<file path="config.mk">
export PLATFORM = sky130hd
export DESIGN_NAME = motor_cmd_sequencer
export DESIGN_NICKNAME = d
export VERILOG_FILES = /design/src/rtl/motor_seq_pkg.sv /design/src/rtl/motor_seq_ramp.sv /design/src/rtl/motor_cmd_sequencer.sv
export SDC_FILE = /design/constraint.sdc
export NUM_CORES = 1
export LEC_CHECK = 0
export ABC_AREA = 0
export CAP_MARGIN = 20
export CORE_AREA = 4 4 86 88
export CTS_BUF_LIST = sky130_fd_sc_hd__clkbuf_8
export CTS_CLUSTER_DIAMETER = 200
export DETAILED_ROUTE_END_ITERATION = 8
export DIE_AREA = 0 0 90 92
export PLACE_DENSITY = 0.81
export SLEW_MARGIN = 10
export SYNTH_ARGS = -nofsm -noshare
export SYNTH_HDL_FRONTEND = slang
export SYNTH_SLANG_ARGS = --single-unit
</file>
<file path="constraint.sdc">
create_clock -name i_clk -period 5.8 [get_ports i_clk]
set_clock_uncertainty 0.1 [all_clocks]
set_input_delay 1.16 -clock i_clk [delete_from_list [all_inputs] [get_ports i_clk]]
set_output_delay 1.16 -clock i_clk [all_outputs]
set_load 0.02 [all_outputs]
</file>
<file path="src/rtl/motor_seq_pkg.sv">
// Shared state encoding and default sizing for the motor command sequencer.
package motor_seq_pkg;

  localparam int unsigned K_TIMEW_DEF = 16;

  typedef enum logic [2:0] {
    ST_RUN    = 3'd0,
    ST_COAST  = 3'd1,
    ST_DBRAKE = 3'd2,
    ST_SWITCH = 3'd3,
    ST_EBRAKE = 3'd4
  } seq_state_e;

endpackage

</file>
<file path="src/rtl/motor_seq_ramp.sv">
// Slew limiter for the PWM magnitude: bounded rise per tick, immediate fall.
module motor_seq_ramp #(
  parameter int unsigned K_PWMRES = 10
) (
  input  logic                i_clk,
  input  logic                i_rst,
  input  logic                i_clear,
  input  logic                i_enable,
  input  logic                i_ramp_en,
  input  logic [K_PWMRES-1:0] i_ramp_step,
  input  logic                i_tick,
  input  logic [K_PWMRES-1:0] i_power,
  output logic [K_PWMRES-1:0] o_power
);

  localparam int unsigned SUMW = K_PWMRES + 1;

  logic [SUMW-1:0]     sum_c;
  logic [K_PWMRES-1:0] power_d;

  // Next magnitude; the sum carries one extra bit so a large step never wraps.
  always_comb begin
    sum_c   = SUMW'(o_power) + SUMW'(i_ramp_step);
    power_d = o_power;
    if (i_clear) begin
      power_d = '0;
    end else if (i_enable) begin
      if (!i_ramp_en || (i_power < o_power)) begin
        power_d = i_power;
      end else if (i_tick && (i_power > o_power)) begin
        power_d = (sum_c > SUMW'(i_power)) ? i_power : sum_c[K_PWMRES-1:0];
      end
    end
  end

  // Registered magnitude output.
  always_ff @(posedge i_clk) begin
    if (i_rst) o_power <= '0;
    else       o_power <= power_d;
  end

endmodule

</file>
<file path="src/rtl/motor_cmd_sequencer.sv">
// Sequences direction reversals (coast, brake, switch) and emergency braking
// in front of the motor driver; all outputs registered.
module motor_cmd_sequencer
  import motor_seq_pkg::*;
#(
  parameter int unsigned K_PWMRES = 10,
  parameter int unsigned K_TIMEW  = K_TIMEW_DEF
) (
  input  logic                i_clk,
  input  logic                i_rst,
  input  logic                i_brake,
  input  logic                i_reverse,
  input  logic [K_PWMRES-1:0] i_power,
  input  logic [K_TIMEW-1:0]  i_deadtime,
  input  logic [K_TIMEW-1:0]  i_brake_time,
  input  logic                i_ramp_en,
  input  logic [K_PWMRES-1:0] i_ramp_step,
  input  logic                i_tick,
  output logic                o_brake,
  output logic                o_reverse,
  output logic [K_PWMRES-1:0] o_power,
  output logic [2:0]          o_state,
  output logic                o_busy
);

  seq_state_e         state_q, state_d;
  logic [K_TIMEW-1:0] cnt_q, cnt_d;
  logic               dir_q, dir_d;
  logic               run_d;

  // Next-state, counter and direction; counter holds remaining cycles minus one,
  // loaded from the register bank at state entry.
  always_comb begin
    state_d = state_q;
    cnt_d   = cnt_q;
    dir_d   = dir_q;
    if (i_brake) begin
      state_d = ST_EBRAKE;
      cnt_d   = '0;
    end else begin
      unique case (state_q)
        ST_RUN: begin
          if (i_reverse != dir_q) begin
            state_d = ST_COAST;
            cnt_d   = (i_deadtime == '0) ? '0 : i_deadtime - K_TIMEW'(1);
          end
        end
        ST_COAST: begin
          if (cnt_q == '0) begin
            state_d = ST_DBRAKE;
            cnt_d   = (i_brake_time == '0) ? '0 : i_brake_time - K_TIMEW'(1);
          end else begin
            cnt_d = cnt_q - K_TIMEW'(1);
          end
        end
        ST_DBRAKE: begin
          if (cnt_q == '0) begin
            state_d = ST_SWITCH;
            cnt_d   = '0;
          end else begin
            cnt_d = cnt_q - K_TIMEW'(1);
          end
        end
        ST_SWITCH, ST_EBRAKE: begin
          state_d = ST_RUN;
          cnt_d   = '0;
          dir_d   = i_reverse;
        end
        default: begin
          state_d = ST_RUN;
          cnt_d   = '0;
        end
      endcase
    end
    run_d = (state_d == ST_RUN);
  end

  // State, counter, direction and registered status outputs.
  always_ff @(posedge i_clk) begin
    if (i_rst) begin
      state_q   <= ST_RUN;
      cnt_q     <= '0;
      dir_q     <= 1'b0;
      o_brake   <= 1'b0;
      o_reverse <= 1'b0;
      o_state   <= 3'd0;
      o_busy    <= 1'b0;
    end else begin
      state_q   <= state_d;
      cnt_q     <= cnt_d;
      dir_q     <= dir_d;
      o_brake   <= (state_d == ST_DBRAKE) || (state_d == ST_EBRAKE);
      o_reverse <= dir_d;
      o_state   <= 3'(state_d);
      o_busy    <= !run_d;
    end
  end

  // Magnitude path: forced to zero the same cycle the sequencer leaves RUN.
  motor_seq_ramp #(
    .K_PWMRES (K_PWMRES)
  ) u_ramp (
    .i_clk       (i_clk),
    .i_rst       (i_rst),
    .i_clear     (!run_d),
    .i_enable    (run_d),
    .i_ramp_en   (i_ramp_en),
    .i_ramp_step (i_ramp_step),
    .i_tick      (i_tick),
    .i_power     (i_power),
    .o_power     (o_power)
  );

endmodule
</file>
---- Word level (Yosys, flattened, before mapping) ----
Index checks and enable logic that the tools add are counted.
storage, ports and cells
  register bits ........................... 32
  logic and storage cells ................. 52
cells by class
  $add $sub $neg .......................... 4
  magnitude comparators ................... 3
  equal/unequal tests ..................... 8
  muxes and demuxes ....................... 14
  bitwise operators ....................... 2
  reduce and logical (&&, ||, !) cells .... 15
operators with widths
  kind                                                 number
  two-way mux 16 bit                                   5
  zero test 16 bit                                     3
  one-hot mux 16 bit (3 select lines)                  1
  subtractor 16 x 1 -> 16 bit (second input constant)  3
  two-way mux 10 bit                                   3
  two-way mux 3 bit                                    4
  adder 10 x 10 -> 11 bit                              1
  > comparator 11 x 10 -> 1 bit                        1
  > comparator 10 bit                                  1
  < comparator 10 bit                                  1
  == test 3 x 2 -> 1 bit (second input constant)       3
  one-hot mux 3 bit (3 select lines)                   1
  == test 3 bit (second input constant)                2
  zero test 3 bit                                      2
  OR reduction 2 bit                                   3
  == test 3 x 1 -> 1 bit (second input constant)       1
  zero test 1 bit                                      2
  logical OR 1 bit                                     2
  inequality test 2 bit (second input constant)        1
  inverter 1 bit                                       2
  AND reduction 2 bit                                  1
  nonzero test 2 bit                                   1
  logical AND 1 bit                                    1
  inequality test 1 bit                                1

---- Logic depth before layout (Yosys ltp) ----
  word-level depth ........................ 7
  depth in mapped cells ................... 17
  depth with buffers taken out ............ 16

---- By module ----
Synthesis repeated with hierarchy kept, for this count alone.
second synthesis, totals
  cell total of the unflattened synthesis .. 456
  area, all modules ....................... 3575.9 um^2
modules (own cells, without submodules)
  module               times used  cells an instance  area an instance (um^2)  seq. area each (um^2)
  motor_cmd_sequencer  1           258                2013.2                   440.4
  motor_seq_ramp       1           198                1562.7                   200.2

---- Worst setup path after synthesis ----
OpenSTA, ideal clock, no wires.
  path type ............................... in2reg
  start point ............................. in i_ramp_step[0]
  end point ............................... reg u_ramp.o_power[0]
  arrival ................................. 4.221 ns
  data required time ...................... 5.617 ns
  path slack .............................. 1.395 ns
  stages on the path ...................... 17
  buffers on the path ..................... 1
  cell sequence ........................... ha_1 inv_1 fa_1 nor2b_1 o31a_1 o21ai_0 nand2b_1 xnor2_1 inv_1 ha_1 nand4_1 or3_1 o211ai_1 nand3_1 or4_1 clkbuf_1 o221ai_1
between the ends
  longest elaborated chain between the ends .. 5
ends and longest elaborated chain
  element                        RTL line                   RTL
  start: declaration             motor_cmd_sequencer.sv:17  input logic [K_PWMRES-1:0] i_ramp_step,
  adder 10 x 10 -> 11 bit *      motor_seq_ramp.sv:23       sum_c = SUMW'(o_power) + SUMW'(i_ramp_step);
  > comparator 11 x 10 -> 1 bit  motor_seq_ramp.sv:31       power_d = (sum_c > SUMW'(i_power)) ? i_power : sum_c[K_PWMRES-1:0];
  two-way mux 10 bit *           motor_seq_ramp.sv:31
  two-way mux 10 bit *           motor_seq_ramp.sv:30       end else if (i_tick && (i_power > o_power)) begin
  two-way mux 10 bit *           motor_seq_ramp.sv:28       if (!i_ramp_en || (i_power < o_power)) begin
  end signal: assignment         motor_seq_ramp.sv:39       else o_power <= power_d;
  end: declaration               motor_seq_ramp.sv:13       output logic [K_PWMRES-1:0] o_power
Mark *: on every way between the ends. The rest lies on a longest branch, timed or not. The select of a mux whose other input is x is not followed.
A chain may end at the register's enable or synchronous reset.

---- Final worst setup path ----
  start point ............................. in i_ramp_step[0]
  end point ............................... reg u_ramp.o_power[1]
The elaborated chain is that of the path after synthesis.

==> impl_metrics.tcl <==
set metrics [dict create \
    num_io_pins 74 \
    rsz0062_at_grt "false" \
    post_cts_resized 0 \
    ir_drop_mv 0.0933 \
    synthesis.area_um2 3410 \
    syn_inst 460 \
    setup_viol 0 \
    max_slew_margin 0.361 \
    max_freq_mhz 199 \
    path_class "in -> reg" \
    yosys.area.top_type_share 0.188 \
    clock_sinks 32 \
    hold_buffers 0 \
    overflow 0 \
    wirelength_mm 10.5 \
    synth-seq-area-share 0.188 \
    drtIter0Drc 317 \
    tns_ns 0 \
    fill_cells 608 \
    row_count 30 \
    slew_viol_final 0 \
    ys_ff_latch 32 \
    antenna_found_initial 0 \
    status "completed" \
    clk_path_buf_depth 2 \
    finalCritPeriodShare 0.865 \
    cts_root_buf "clkbuf_8" \
    syn_avg_cell_area_um2 7.42 \
    first_pass_iters 5 \
    routedWlPerCell_um 16.9 \
    gp_congestion 0.938 \
    h-tree-depth 2 \
    core_um2 6640 \
    num_vias 3854 \
    n_antenna_cell 0 \
    io_buffers 73 \
    grtUsageTotal 0.251 \
    yosys_warnings 0 \
    worst_ep_arrival_time_ns 5.13 \
    startpoint_type "primary input" \
    setup_slack_ns 0.785 \
    postCtsSetupRepairBufs 0 \
    finalPower_uw 769 \
    drive_gt1_frac 0.0391 \
    synth_edf_count 0 \
    synthArstFlopShare 0 \
    synth_cell_type_count 63 \
    hold_viol_final 0 \
    viasPerCell 6.25 \
    antenna_left 0 \
    cap_viol_max_count 0 \
    synth_area_leaders "dfxtp_1, ha_1, nor2_1, inv_1, a21oi_1" \
    hold_class "reg -> reg" \
    die_area_um2 8280 \
    finalCriticalPeriod_ns 5.02 \
    yosysMostFrequentCell "nor2_1" \
    die_x_um 90 \
    die_y_um 92 \
    crit_path_end_kind "flip-flop" \
    synth_common_cells "nor2_1, inv_1, nand2_1" \
    area_growth_pct 26.3 \
    cts_buffers 5 \
    cp_max_fo 7 \
    p_per_area_nw_per_um2 178 \
    clk_pin_slew_worst_paths_ns 0.08 \
    tightest_slew_ns 0.950 \
    required_ns 5.91 \
    syn_nets 552 \
    power_leakage_uw 0.00170 \
    synthFlopType "dfxtp_1" \
    yosys.area.top_type "dfxtp_1" \
    grt_max_degree 11 \
    initial_core_util 0.514 \
    clk_latency_ns 0.29 \
    fin_util 0.649 \
    dp.final_hpwl_mm 8.58 \
    grt_first_pass_wirelength_mm 17.3 \
    cts_tree "built" \
    drc_errors 0 \
    grt_pass1_vias 3638 \
    layout.nets 628 \
    place_ws_ns 0.518 \
]
==> registers in the layout (all words and copies together), names as in the netlist <==
signal,flops
u_ramp.o_power,10
dir_q,1
cnt_q,16
o_brake,1
state_q,3
o_busy,1
==> through the flow <==
step | instance area, um2 | instances | hold slack (ns)
after floorplan | 3410 | 460 | 0.360
after global placement | 4220 | 609 | 0.390
after detailed placement | 4220 | 609 | 0.403
after CTS | 4310 | 617 | 0.408
after global routing | 4310 | 617 | 0.435
final | 4310 | 617 | 0.416
==> critical path, stage by stage <==
cell and delay, ns:
clkdlybuf4s50_1 0.46, ha_1 0.16, inv_1 0.05, fa_1 0.43, nor2b_1 0.19, o31a_1 0.20
o21ai_0 0.11, nand2b_1 0.11, xnor2_1 0.14, inv_1 0.06, ha_1 0.28, nand4_1 0.12
or3_1 0.38, o211ai_1 0.09, nand3_1 0.22, or4_1 0.73, o221ai_1 0.24
==> path summary, 6_finish.rpt <==
| path | startpoint | endpoint | slack, ns | depth (start not counted) |
|---|---|---|---|---|
| max | i_ramp_step[0] | u_ramp.o_power[1] | 0.78 | 17 |
| min | cnt_q[6] | cnt_q[6] | 0.42 | 2 |
| max reg2reg | u_ramp.o_power[0] | u_ramp.o_power[1] | 1.64 | 16 |
| min reg2reg | cnt_q[6] | cnt_q[6] | 0.42 | 2 |
==> area by class of cell <==
type	instances	area, um2	area share
clock inverter	2	7.51	0.00174
multi-input combinational	383	2600	0.602
timing repair buffer	73	731	0.169
inverter	41	154	0.0357
clock buffer	6	82.6	0.0191
tap	80	100	0.0232
sequential	32	641	0.149
==> report_power, final <==
| part | switching, uW | internal, uW |
|---|---|---|
| registers | 15.1 | 231 |
| clock network | 91.8 | 93.4 |
| logic | 185 | 152 |
| total | 292 | 477 |
==> kinds of logic (layout without fill, tap and decap cells) <==
kind of cell,Yosys count,count (layout),synth area share
adders and majority gates,34,34,0.127
muxes,3,3,0.00953
buffers and inverters,45,122,0.0517
DFF,32,32,0.188
AOI/OAI and AO/OA,136,136,0.275
and+or+nand+nor,180,180,0.272
xor gates and xnor gates,30,30,0.0770
==> cell usage in the layout, fill, tap and decap left out, types with 16 or more instances in the layout <==
cell and count:
xnor2_1 16, a21oi_1 28, nor2_1 44, clkdlybuf4s50_1 73, o21ai_0 27, inv_1 43
nor3_1 22, nand2_1 37, ha_1 33, dfxtp_1 32
==> routing by layer <==
| metal | track usage | share of wire | vias to the layer above |
|---|---|---|---|
| met5 | 0 | 0 | - |
| met4 | 0.0702 | 0.019 | 0 |
| met3 | 0.0328 | 0.081 | 20 |
| met2 | 0.412 | 0.45 | 187 |
| met1 | 0.345 | 0.44 | 1768 |
| li1 | - | - | 1879 |
(Power assumes the default switching activity.)
